**config.mk**
```make
export PLATFORM = sky130hd
export DESIGN_NAME = id_hazard_unit_flat
export DESIGN_NICKNAME = d
export VERILOG_FILES = /design/src/rtl/id_hazard_unit_if.sv /design/src/rtl/id_hazard_unit.sv /design/src/flat_wrapper.sv
export SDC_FILE = /design/constraint.sdc
export NUM_CORES = 1
export LEC_CHECK = 0
export ABC_AREA = 1
export CORE_AREA = 5 5 94 96
export CTS_BUF_LIST = sky130_fd_sc_hd__clkbuf_8
export DETAILED_ROUTE_END_ITERATION = 6
export DIE_AREA = 0 0 99 101
export DONT_BUFFER_PORTS = 1
export GPL_TIMING_DRIVEN = 0
export HOLD_SLACK_MARGIN = 0.03
export PLACE_DENSITY = 0.63
export SYNTH_ARGS = -nofsm -noshare
export SYNTH_HDL_FRONTEND = slang
export SYNTH_SLANG_ARGS = --single-unit
```
**constraint.sdc**
```tcl
create_clock -name clk -period 2.2 [get_ports clk]
set_input_delay 0.22 -clock clk [delete_from_list [all_inputs] [get_ports clk]]
set_output_delay 0.22 -clock clk [all_outputs]
set_load 0.005 [all_outputs]
```
**src/rtl/id_hazard_unit_if.sv**
```systemverilog
// ID-stage hazard unit bundle: decoded ID fields and compare flags in,
// stall/flush/forward controls and performance counters out.
interface id_hazard_if #(
   parameter int REG_AW = 5,
   parameter int CNT_W  = 16
);
   logic              id_valid;
   logic [REG_AW-1:0] id_rs;
   logic [REG_AW-1:0] id_rt;
   logic              id_uses_rs;
   logic              id_uses_rt;
   logic              id_branch;
   logic              id_bne;
   logic [REG_AW-1:0] id_dest;
   logic              id_regwrite;
   logic              id_memread;
   logic              rf_eq;
   logic              fwd_eq;
   logic              stall;
   logic              flush_ifid;
   logic              branch_taken;
   logic              fwd_rs_sel;
   logic              fwd_rt_sel;
   logic [CNT_W-1:0]  stall_cycles;
   logic [CNT_W-1:0]  branch_flushes;

   modport master (
      output id_valid, id_rs, id_rt, id_uses_rs, id_uses_rt,
      output id_branch, id_bne, id_dest, id_regwrite, id_memread,
      output rf_eq, fwd_eq,
      input  stall, flush_ifid, branch_taken, fwd_rs_sel, fwd_rt_sel,
      input  stall_cycles, branch_flushes
   );

   modport slave (
      input  id_valid, id_rs, id_rt, id_uses_rs, id_uses_rt,
      input  id_branch, id_bne, id_dest, id_regwrite, id_memread,
      input  rf_eq, fwd_eq,
      output stall, flush_ifid, branch_taken, fwd_rs_sel, fwd_rt_sel,
      output stall_cycles, branch_flushes
   );
endinterface

```
**src/rtl/id_hazard_unit.sv**
```systemverilog
// ID-stage hazard detection, branch-comparator forwarding select and
// beq/bne resolution, with saturating stall/flush counters.
module id_hazard_unit #(
   parameter int REG_AW = 5,
   parameter int CNT_W  = 16
) (
   input logic        clk,
   input logic        rst_n,
   id_hazard_if.slave hz
);

   typedef struct packed {
      logic              valid;
      logic [REG_AW-1:0] dest;
      logic              regwrite;
      logic              memread;
   } slot_t;

   // WB needs no shadow: the RF writes before it reads, so WB never hazards.
   slot_t ex_q;
   slot_t mem_q;

   logic [CNT_W-1:0] stall_cnt_q;
   logic [CNT_W-1:0] flush_cnt_q;

   logic [1:0] rs_hz;
   logic [1:0] rt_hz;
   logic       stall_raw;
   logic       rs_fwd;
   logic       rt_fwd;
   logic       eq_used;
   logic       taken;

   // {stall, fwd} for one source; EX outranks MEM as the newer producer.
   function automatic logic [1:0] src_hz(
      input logic              live,
      input logic [REG_AW-1:0] s,
      input slot_t             ex,
      input slot_t             mem,
      input logic              br
   );
      logic ex_hit;
      logic mem_hit;
      logic st;
      logic fw;
      ex_hit  = live & ex.valid & ex.regwrite & (ex.dest == s);
      mem_hit = live & mem.valid & mem.regwrite & (mem.dest == s);
      st = (ex_hit & (br | ex.memread))
         | (~ex_hit & mem_hit & br & mem.memread);
      fw = ~ex_hit & mem_hit & br & ~mem.memread;
      return {st, fw};
   endfunction

   always_comb begin
      rs_hz = src_hz(hz.id_valid & hz.id_uses_rs & (hz.id_rs != '0),
                     hz.id_rs, ex_q, mem_q, hz.id_branch);
      rt_hz = src_hz(hz.id_valid & hz.id_uses_rt & (hz.id_rt != '0),
                     hz.id_rt, ex_q, mem_q, hz.id_branch);
      stall_raw = rs_hz[1] | rt_hz[1];
      rs_fwd    = rst_n & ~stall_raw & rs_hz[0];
      rt_fwd    = rst_n & ~stall_raw & rt_hz[0];
      eq_used   = (rs_fwd | rt_fwd) ? hz.fwd_eq : hz.rf_eq;
      taken     = rst_n & hz.id_valid & hz.id_branch & ~stall_raw
                & (eq_used ^ hz.id_bne);
   end

   assign hz.stall          = rst_n & stall_raw;
   assign hz.fwd_rs_sel     = rs_fwd;
   assign hz.fwd_rt_sel     = rt_fwd;
   assign hz.branch_taken   = taken;
   assign hz.flush_ifid     = taken;
   assign hz.stall_cycles   = stall_cnt_q;
   assign hz.branch_flushes = flush_cnt_q;

   always_ff @(posedge clk or negedge rst_n) begin
      if (!rst_n) begin
         ex_q  <= '0;
         mem_q <= '0;
      end else begin
         mem_q          <= ex_q;
         ex_q.valid     <= hz.id_valid & ~stall_raw;
         ex_q.dest      <= hz.id_dest;
         ex_q.regwrite  <= hz.id_regwrite;
         ex_q.memread   <= hz.id_memread;
      end
   end

   always_ff @(posedge clk or negedge rst_n) begin
      if (!rst_n) begin
         stall_cnt_q <= '0;
         flush_cnt_q <= '0;
      end else begin
         if (stall_raw && stall_cnt_q != '1)
            stall_cnt_q <= stall_cnt_q + 1'b1;
         if (taken && flush_cnt_q != '1)
            flush_cnt_q <= flush_cnt_q + 1'b1;
      end
   end

endmodule

```
**src/flat_wrapper.sv**
```systemverilog
// flat-port wrapper written by rule: the top's interface ports become plain ports
module id_hazard_unit_flat 
#(
   parameter int REG_AW = 5,
   parameter int CNT_W  = 16
)
  (clk, rst_n, hz_id_valid, hz_id_rs, hz_id_rt, hz_id_uses_rs, hz_id_uses_rt, hz_id_branch, hz_id_bne, hz_id_dest, hz_id_regwrite, hz_id_memread, hz_rf_eq, hz_fwd_eq, hz_stall, hz_flush_ifid, hz_branch_taken, hz_fwd_rs_sel, hz_fwd_rt_sel, hz_stall_cycles, hz_branch_flushes);
  id_hazard_if #(.REG_AW(REG_AW), .CNT_W(CNT_W)) hz_i ();
  input logic clk;
  input logic rst_n;
  input wire logic [$bits(hz_i.id_valid)-1:0] hz_id_valid;
  input wire logic [$bits(hz_i.id_rs)-1:0] hz_id_rs;
  input wire logic [$bits(hz_i.id_rt)-1:0] hz_id_rt;
  input wire logic [$bits(hz_i.id_uses_rs)-1:0] hz_id_uses_rs;
  input wire logic [$bits(hz_i.id_uses_rt)-1:0] hz_id_uses_rt;
  input wire logic [$bits(hz_i.id_branch)-1:0] hz_id_branch;
  input wire logic [$bits(hz_i.id_bne)-1:0] hz_id_bne;
  input wire logic [$bits(hz_i.id_dest)-1:0] hz_id_dest;
  input wire logic [$bits(hz_i.id_regwrite)-1:0] hz_id_regwrite;
  input wire logic [$bits(hz_i.id_memread)-1:0] hz_id_memread;
  input wire logic [$bits(hz_i.rf_eq)-1:0] hz_rf_eq;
  input wire logic [$bits(hz_i.fwd_eq)-1:0] hz_fwd_eq;
  output wire logic [$bits(hz_i.stall)-1:0] hz_stall;
  output wire logic [$bits(hz_i.flush_ifid)-1:0] hz_flush_ifid;
  output wire logic [$bits(hz_i.branch_taken)-1:0] hz_branch_taken;
  output wire logic [$bits(hz_i.fwd_rs_sel)-1:0] hz_fwd_rs_sel;
  output wire logic [$bits(hz_i.fwd_rt_sel)-1:0] hz_fwd_rt_sel;
  output wire logic [$bits(hz_i.stall_cycles)-1:0] hz_stall_cycles;
  output wire logic [$bits(hz_i.branch_flushes)-1:0] hz_branch_flushes;
  assign hz_i.id_valid = hz_id_valid;
  assign hz_i.id_rs = hz_id_rs;
  assign hz_i.id_rt = hz_id_rt;
  assign hz_i.id_uses_rs = hz_id_uses_rs;
  assign hz_i.id_uses_rt = hz_id_uses_rt;
  assign hz_i.id_branch = hz_id_branch;
  assign hz_i.id_bne = hz_id_bne;
  assign hz_i.id_dest = hz_id_dest;
  assign hz_i.id_regwrite = hz_id_regwrite;
  assign hz_i.id_memread = hz_id_memread;
  assign hz_i.rf_eq = hz_rf_eq;
  assign hz_i.fwd_eq = hz_fwd_eq;
  assign hz_stall = hz_i.stall;
  assign hz_flush_ifid = hz_i.flush_ifid;
  assign hz_branch_taken = hz_i.branch_taken;
  assign hz_fwd_rs_sel = hz_i.fwd_rs_sel;
  assign hz_fwd_rt_sel = hz_i.fwd_rt_sel;
  assign hz_stall_cycles = hz_i.stall_cycles;
  assign hz_branch_flushes = hz_i.branch_flushes;
  id_hazard_unit #(.REG_AW(REG_AW), .CNT_W(CNT_W)) u_core (.clk(clk), .rst_n(rst_n), .hz(hz_i));
endmodule
```
==> impl_metrics.tcl, run 1 <==
set metrics [dict create \
    clock-sinks 48 \
    dieHeight_um 101 \
    cts_root_buffer "clkbuf_8" \
    maxSlewHeadroom_pct 71.4 \
    multi_input_area_sq_um 1720 \
    clkTransAtPathRegs_ns 0.09 \
    ys_seq_area_share_pct 39.4 \
    worstSetupPathType "reg2out" \
    p_per_area_nw_per_um2 505 \
    die_w_um 99 \
    ys_warn_count 0 \
    rsz0062_at_grt "true" \
    dp_hpwl_um 5670 \
    startpoint_type "flip-flop" \
    syn2layout_area_growth_pct 24.4 \
    ctsHtreeMaxLevel 2 \
    ctsLongestPathBuffers 2 \
    p_switching_uw 595 \
    syn_nets 460 \
    synth_edf_count 0 \
    rows 33 \
    port-buffer-count 0 \
    viasPerCell 4.96 \
    coreArea_sq_um 7970 \
    swShare_pct 31.1 \
    drtPass1Iterations 4 \
    drc_errors 0 \
    maxSlewViolCount 0 \
    antenna_cells 0 \
    drtIter0Drc 72 \
    max_freq_ghz 0.393 \
    cp.required_ns 1.98 \
    crit_fanout 6 \
    fin_crit_sh_pct 116 \
    fillerInstances 792 \
    track_usage_pct 16.3 \
    ys_seq_elements 48 \
    clock_skew_ns 0.00926 \
    seq_power_share_pct 53.3 \
    r2r_setup_slack_ns -0.24 \
    place_congestion 0.940 \
    initial_core_util_pct 38.3 \
    dieArea_sq_um 10000 \
    grt-ovfl-total 0 \
    synth_cell_types 28 \
    setup_violations 18 \
    p_leak_uw 0.00193 \
    hold_viol_final 0 \
    status "finished, violations left" \
    hp-class "in2reg" \
    async_flop_share_pct 100 \
    cp-end-kind "output pin" \
    regArea_sq_um 1200 \
    drv_cap 0 \
    fin_util_pct 47.6 \
    drive_gt1_share_pct 17.9 \
    violations "setup timing" \
    fin_crit_ns 2.54 \
    synth_flop_cell "dfrtp_1" \
    cts_tree "built" \
    post-place-ws_ns -0.205 \
    insertion_delay_ns 0.29 \
    postRouteAntennaNets 0 \
    wl_per_cell_um 13.7 \
    grt_max_degree 49 \
    routed_wl_um 7980 \
    cts_made_buffers 5 \
    final_nets 504 \
    pin_count 63 \
    netlist_area_sq_um 3050 \
    syn_inst 432 \
    synth_area_per_cell_sq_um 7.06 \
    tightest_slew_ns 0.428 \
    pwr-share-clk_pct 26.6 \
    grt_pass1_wl_um 13400 \
    crit_arrival_ns 2.32 \
    grt_pass1_vias 2909 \
    vias 2884 \
    setup_ws_ns -0.345 \
    vdd_drop_max_v 0.000332 \
    antenna_found_initial 0 \
    p_comb_share_pct 20.1 \
    intPower_uw 1320 \
]
through the flow:
stage,hold WS [ns],TNS [ns],cell area [sq um],total power [uW],instances
2_1_floorplan,-0.0756,0,3050,1240,432
3_3_place_gp,-0.0733,-1.01,3180,1300,537
3_5_place_dp,-0.0734,-1.26,3180,1310,537
4_1_cts,0.0602,-4.44,3690,1930,581
5_1_grt,0.106,-8.00,3800,2060,581
6_report,0.103,-3.90,3800,1920,581
per-layer routing:
metal | global-route usage, % | vias to the layer above | routed length (um)
li1 | - | 1450 | -
met1 | 20.1 | 1345 | 3330
met2 | 28.0 | 81 | 3950
met3 | 4.64 | 8 | 601
met4 | 4.52 | 0 | 95
met5 | 0 | - | 0
what timing repair did:
action,CTS,global route
cloned,2,0
buffers inserted,36,11
hold buffers,9,0
pin swaps,11,26
gates resized for setup,34,30
setup endpoints to repair,15,32
hold endpoints to repair,55,0
cells by family (layout without fill, tap and decap cells):
kind of cell / Yosys count / in the layout / share of synthesized area [%]
buf+inv: 74 / 118 / 9.55
xor+xnor: 36 / 36 / 10.3
fa+ha+maj: 2 / 2 / 0.820
compound gates: 11 / 11 / 2.01
simple gates: 261 / 261 / 37.9
flops: 48 / 48 / 39.4
worst max-delay path, cell delays in order (launching register included):
cell     delay (ns)
dfrtp_1        0.43
buf_6          0.14
xor2_2         0.18
nor2_1         0.08
nand3_1        0.10
nand2_1        0.08
nand2_2        0.08
nand4_1        0.17
nand2_1        0.16
nand2_4        0.09
a21oi_2        0.19
nor2_4         0.07
buf_6          0.14
buf_6          0.11
Yosys cell counts (all sizes together) (2+ instances only):
cell type | instances | area share, %
nand4 | 11 | 2.5
inv | 70 | 8.6
a21oi | 6 | 0.98
nand3 | 53 | 8.9
nor4 | 9 | 1.8
xnor2 | 9 | 2.6
nor3 | 15 | 2.6
o21ai | 3 | 0.49
nand2 | 125 | 15
xor2 | 27 | 7.7
ha | 2 | 0.82
dfrtp | 48 | 39
buf | 4 | 0.94
nor2 | 43 | 5.5
power groups by stage:
stage          clock network (uW)  registers [uW]  logic, uW
3_5_place_dp                    0            1040        276
4_1_cts                       541            1020        369
2_1_floorplan                   0            1010        225
5_1_grt                       583            1040        436
6_report                      510            1020        385
3_3_place_gp                    0            1030        265
state kept, by name, summed over array words and instances (netlist names):
register and flops:
u_core.hz.stall_cycles 16, u_core.ex_q 8, u_core.mem_q 8, u_core.hz.branch_flushes 16
cell type report:
cell class	instances	share of cell area, %
buffer	4	1.02
timing repair buffer	37	9.36
clock buffer	5	1.81
multi-input combinational	310	45.4
tap	105	3.46
sequential	48	31.7
clock inverter	2	0.330
inverter	70	6.92
layout by cell type, fill, tap and decap left out, types with 2 or more instances in the layout:
| cell type | instances |
|---|---|
| nand2_1 | 108 |
| xnor2_1 | 8 |
| nor2_2 | 9 |
| nand3_4 | 2 |
| clkbuf_8 | 5 |
| buf_4 | 18 |
| nor4_1 | 9 |
| nand3_1 | 50 |
| o21ai_0 | 2 |
| buf_6 | 13 |
| inv_1 | 67 |
| nand2_2 | 14 |
| xor2_2 | 2 |
| nor2_1 | 32 |
| nor3_1 | 14 |
| nand2_4 | 3 |
| a21oi_2 | 2 |
| ha_1 | 2 |
| nor2_4 | 2 |
| nand4_1 | 10 |
| a21oi_1 | 4 |
| dfrtp_1 | 46 |
| dlygate4sd3_1 | 8 |
| dfrtp_2 | 2 |
| xor2_1 | 25 |
| inv_2 | 3 |
path summary, 6_finish.rpt:
kind	start	end	depth (start not counted)
setup / recovery	u_core.ex_q[4]$_DFF_PN0_	hz_flush_ifid	13
hold / removal	hz_id_valid	u_core.ex_q[7]$_DFF_PN0_	2
setup reg to reg	u_core.ex_q[4]$_DFF_PN0_	u_core.hz.branch_flushes[1]$_DFFE_PN0P_	18
hold reg to reg	u_core.ex_q[0]$_DFF_PN0_	u_core.mem_q[0]$_DFF_PN0_	0
max in group asynchronous	rst_n	u_core.ex_q[5]$_DFF_PN0_	2
min in group asynchronous	rst_n	u_core.hz.branch_flushes[3]$_DFFE_PN0P_	2
No activity file was read; power rests on OpenSTA's default activity.
==> run 2, diff against run 1 <==
--- a/config.mk
+++ b/config.mk
@@ -8,6 +8,7 @@
 export ABC_AREA = 1
 export CORE_AREA = 5 5 94 96
 export CTS_BUF_LIST = sky130_fd_sc_hd__clkbuf_8
+export CTS_CLUSTER_DIAMETER = 50
 export DETAILED_ROUTE_END_ITERATION = 6
 export DIE_AREA = 0 0 99 101
 export DONT_BUFFER_PORTS = 1
==> constraint.sdc (replaced) <==
create_clock -name clk -period 3.3 [get_ports clk]
set_input_delay 0.33 -clock clk [delete_from_list [all_inputs] [get_ports clk]]
set_output_delay 0.33 -clock clk [all_outputs]
set_load 0.005 [all_outputs]
==> impl_metrics.tcl, run 2 (synthesis gave the netlist of run 1 again) <==
set metrics [dict create \
    status "complete, no violations" \
    setup_ws_ns 0.470 \
    syn2layout_area_growth_pct 8.20 \
    startpoint_type "flip-flop" \
    vdd_drop_max_v 0.000216 \
    final_common_cell "nand2_1" \
    stdcell_count 546 \
    dieHeight_um 101 \
    routed_wl_um 7290 \
    drtPass1Iterations 4 \
    track_usage_pct 15.2 \
    swShare_pct 30.8 \
    fin_crit_sh_pct 85.8 \
    post-place-ws_ns 0.785 \
    drv_cap 0 \
    ctsHtreeMaxLevel 2 \
    tightest_slew_ns 0.394 \
    initial_core_util_pct 38.3 \
    die_w_um 99 \
    cp.required_ns 2.97 \
    dp_hpwl_um 5670 \
    maxSlewHeadroom_pct 73.5 \
    vias 2677 \
    p_per_area_nw_per_um2 368 \
    drive_gt1_share_pct 3.85 \
    final_nets 469 \
    port-buffer-count 0 \
    coreArea_sq_um 7970 \
    drc_errors 0 \
    intPower_uw 841 \
    cts.repair.resized 0 \
    postCtsSetupBuffers 0 \
    maxSlewViolCount 0 \
    dieArea_sq_um 10000 \
    fin_util_pct 41.4 \
    p_switching_uw 375 \
    max_freq_ghz 0.353 \
    place_congestion 0.940 \
    rows 33 \
    seq_power_share_pct 55.7 \
    grt_pass1_vias 2699 \
    grt_pass1_wl_um 12600 \
    ctsHoldBuffers 2 \
    grt-ovfl-total 0 \
    setup_tns_ns 0 \
    drtIter0Drc 73 \
    p_comb_share_pct 16.5 \
    crit_fanout 11 \
    pwr-share-clk_pct 27.8 \
    cp-end-kind "output pin" \
    dp_cells 537 \
    pin_count 63 \
    clock-sinks 48 \
    antenna_cells 0 \
    cts_root_buffer "clkbuf_8" \
    rsz0062_at_grt "false" \
    hp-class "in2reg" \
    cts_tree "built" \
    whs_ns 0.0534 \
    cts_made_buffers 5 \
    p_leak_uw 0.00171 \
    viasPerCell 4.90 \
    ctsLongestPathBuffers 2 \
    insertion_delay_ns 0.29 \
    worstSetupPathType "reg2out" \
    fin_crit_ns 2.83 \
    clkTransAtPathRegs_ns 0.09 \
    layout_common_cells "nand2_1 (125), inv_1 (70), nand3_1 (52), dfrtp_1 (48), nor2_1 (42)" \
    crit_arrival_ns 2.50 \
    setup_violations 0 \
    hold_viol_final 0 \
    clock_skew_ns 0.00948 \
    wl_per_cell_um 13.4 \
    postRouteAntennaNets 0 \
    grt_max_degree 49 \
    antenna_found_initial 0 \
]
==> run 2: cell count changes in the layout (fill, tap and decap cells not counted), sizes merged <==
cell,previous run,this run
dlygate4sd3,8,1
buf,33,5
==> run 2: worst max-delay path, stage by stage, from the launching register on <==
cell and delay, ns:
dfrtp_1 0.47, inv_1 0.10, nand2_1 0.07, nand2_1 0.07, nor2_1 0.10, nand3_1 0.08, nor2_1 0.16, nor2_1 0.08
o21ai_1 0.16, nand2_1 0.12, nor3_2 0.18, nand2_1 0.13, nor2_4 0.20, buf_6 0.18, buf_4 0.12
==> run 2: path summary, 6_finish.rpt <==
| check | startpoint | endpoint | cells after the start | slack (ns) |
|---|---|---|---|---|
| setup / recovery | u_core.ex_q[5]$_DFF_PN0_ | hz_flush_ifid | 14 | 0.47 |
| hold / removal | hz_id_dest[2] | u_core.ex_q[4]$_DFF_PN0_ | 0 | 0.05 |
| setup reg to reg | u_core.ex_q[5]$_DFF_PN0_ | u_core.hz.branch_flushes[1]$_DFFE_PN0P_ | 15 | 1.00 |
| hold reg to reg | u_core.ex_q[0]$_DFF_PN0_ | u_core.mem_q[0]$_DFF_PN0_ | 0 | 0.41 |
| max in group asynchronous | rst_n | u_core.ex_q[3]$_DFF_PN0_ | 2 | 2.52 |
| min in group asynchronous | rst_n | u_core.ex_q[7]$_DFF_PN0_ | 2 | 0.57 |
==> run 2: metal layers <==
metal	track usage, %	wire [um]	vias to the layer above
met1	19.4	3190	1222
met4	3.36	36	0
met3	4.43	553	2
met2	25.5	3510	74
li1	-	-	1379
met5	0	0	-
==> run 2: power by group through the flow <==
stage | registers (uW) | logic, uW | clock network (uW)
floorplan | 676 | 150 | 0
global route | 687 | 233 | 387
finish | 677 | 201 | 338
detailed placement | 690 | 184 | 0
CTS | 679 | 203 | 360
global placement | 690 | 176 | 0
==> run 2: final cells by class <==
| type | count | area, sq um |
|---|---|---|
| fillers | 835 | 4670 |
| repair buffers | 2 | 37.5 |
| inverters | 70 | 263 |
| multi-input cells | 310 | 1560 |
| flip-flops and latches | 48 | 1200 |
| clock inverters | 2 | 12.5 |
| plain buffers | 4 | 28.8 |
| clock buffers | 5 | 68.8 |
| well taps | 105 | 131 |
==> run 2: through the flow <==
stage	instance area [sq um]	total power [uW]
2_1_floorplan	3050	825
3_3_place_gp	3180	866
3_5_place_dp	3180	874
4_1_cts	3300	1240
5_1_grt	3300	1310
6_report	3300	1220
==> variant (config.mk and constraints of run 1) <==
`REG_AW` is set to 5 in 3 places; all go to 4.
--- a/src/rtl/id_hazard_unit_if.sv
+++ b/src/rtl/id_hazard_unit_if.sv
@@ -1,7 +1,7 @@
 // ID-stage hazard unit bundle: decoded ID fields and compare flags in,
 // stall/flush/forward controls and performance counters out.
 interface id_hazard_if #(
-   parameter int REG_AW = 5,
+   parameter int REG_AW = 4,
    parameter int CNT_W  = 16
 );
    logic              id_valid;
--- a/src/rtl/id_hazard_unit.sv
+++ b/src/rtl/id_hazard_unit.sv
@@ -1,7 +1,7 @@
 // ID-stage hazard detection, branch-comparator forwarding select and
 // beq/bne resolution, with saturating stall/flush counters.
 module id_hazard_unit #(
-   parameter int REG_AW = 5,
+   parameter int REG_AW = 4,
    parameter int CNT_W  = 16
 ) (
    input logic        clk,
--- a/src/flat_wrapper.sv
+++ b/src/flat_wrapper.sv
@@ -1,7 +1,7 @@
 // flat-port wrapper written by rule: the top's interface ports become plain ports
 module id_hazard_unit_flat 
 #(
-   parameter int REG_AW = 5,
+   parameter int REG_AW = 4,
    parameter int CNT_W  = 16
 )
   (clk, rst_n, hz_id_valid, hz_id_rs, hz_id_rt, hz_id_uses_rs, hz_id_uses_rt, hz_id_branch, hz_id_bne, hz_id_dest, hz_id_regwrite, hz_id_memread, hz_rf_eq, hz_fwd_eq, hz_stall, hz_flush_ifid, hz_branch_taken, hz_fwd_rs_sel, hz_fwd_rt_sel, hz_stall_cycles, hz_branch_flushes);
Ports: changed (resized hz_id_dest, hz_id_rs and hz_id_rt); port bits go from 63 to 60. No check against the original RTL was run, so the function may have changed too.
==> variant against run 1 <==
- the run still ends with setup timing left
- design area is 13% lower
- total power is 2.3% lower
- cell count is 16% lower
- largest power group unchanged
- worst hold slack better by 0.19 ns
- setup slack better by 0.22 ns
- wire length is 18% lower
- count of clock-buffer cells in the layout stayed put
- sequential cell count is 2 lower
- area after synthesis is 12% lower
==> variant: results (changes against run 1) <==
[sta]
setup_viol_count_final=2  ; -16
slew_headroom_pct=61.2  ; -10 points
setup_ws_ns=-0.121  ; +0.224 ns
tns_ns=-0.143  ; +3.76 ns
fin_skew_ns=0.00808  ; -0.00117 ns

[synthesis]
synth_area_leaders=dfrtp_1 (43%), nand2_1 (15%), xor2_1 (8.9%), nand3_1 (6.6%), inv_1 (6.5%)
netlist_top_cells_count=nand2_1 (107), dfrtp_1 (46), inv_1 (46)
ys_types=26  ; -7.1%
ys_seq_area_share_pct=43.1  ; +3.7 points

[drt]
finalWirelength_mm=6.53  ; -18%
first_iter_violations=71  ; -1.4%
vias=2288  ; -21%

[grt]
grt_pass1_wl_mm=10.6  ; -21%
grt_max_degree=47  ; -4.1%
track_usage_pct=13.0  ; -3.3 points
grt_pass1_vias=2194  ; -25%

[final_layout]
drive_above_1_share_pct=17.0  ; -0.89 points

[place]
dp_slack_ns=-0.210  ; -0.00484 ns
gp_congestion=0.874  ; -7.0%

[status]
violations=setup timing
outcome=complete, but fails checks

[pwr]
leakagePower_nw=1.59  ; -18%
swShare_pct=27.8  ; -3.2 points
clkPwrFrac_pct=32.9  ; +6.3 points
power_density_nw_per_um2=570  ; +13%

[critical_path]
cp_max_fo=6  ; unchanged
slowest_delay_ns=0.41  ; -0.02 ns

[cts]
cts_max_level=2  ; unchanged

-- variant: layout make-up --
class	count	area [sq um]	area share [%]
multi-input cells	255	1440	43.8
clock buffers	5	68.8	2.09
well taps	105	131	4.00
clock inverters	3	37.5	1.14
plain buffers	4	41.3	1.26
flip-flops and latches	46	1150	35.1
repair buffers	23	239	7.27
inverters	47	176	5.37
-- variant: logic make-up after synthesis --
family	Yosys count	share of synthesized area, %
AO/OA/AOI/OAI	6	1.36
XOR/XNOR	36	11.8
adder cells (fa/ha/maj)	2	0.937
buffers and inverters	51	7.87
flip-flops	46	43.1
AND/OR/NAND/NOR	211	34.9
-- variant: what timing repair did --
item	in CTS	in global routing
cloned	1	1
hold buffers	9	0
endpoints found under the setup margin	17	22
gates resized for setup	11	35
pin swaps	8	21
setup buffers	6	8
hold endpoints to repair	53	0
-- variant: per-stage QoR --
step                cells  instance area, sq um
finish                488                  3290
detailed placement    457                  2800
global route          488                  3290
floorplan             352                  2670
CTS                   481                  3110
global placement      457                  2800
-- variant: worst paths after layout --
check,slack [ns],to,depth (start not counted),from
min in group asynchronous,0.42,u_core.hz.branch_flushes[6],2,rst_n
setup / recovery,-0.12,hz_flush_ifid,11,u_core.mem_q[4]
setup reg to reg,0.07,u_core.hz.branch_flushes[15],14,u_core.mem_q[4]
hold reg to reg,0.38,u_core.mem_q[0],0,u_core.ex_q[0]
hold / removal,0.30,u_core.hz.branch_flushes[6],5,hz_id_bne
max in group asynchronous,1.55,u_core.hz.stall_cycles[8],2,rst_n
-- variant: routing by layer --
layer	global-route usage [%]	routed length, microns	vias up	part of all wire (%)
li1	-	-	1156	-
met1	16.4	2870	1075	44
met2	21.3	3180	53	49
met3	4.08	421	4	6.5
met4	3.89	56	0	0.86
met5	0	0	-	0
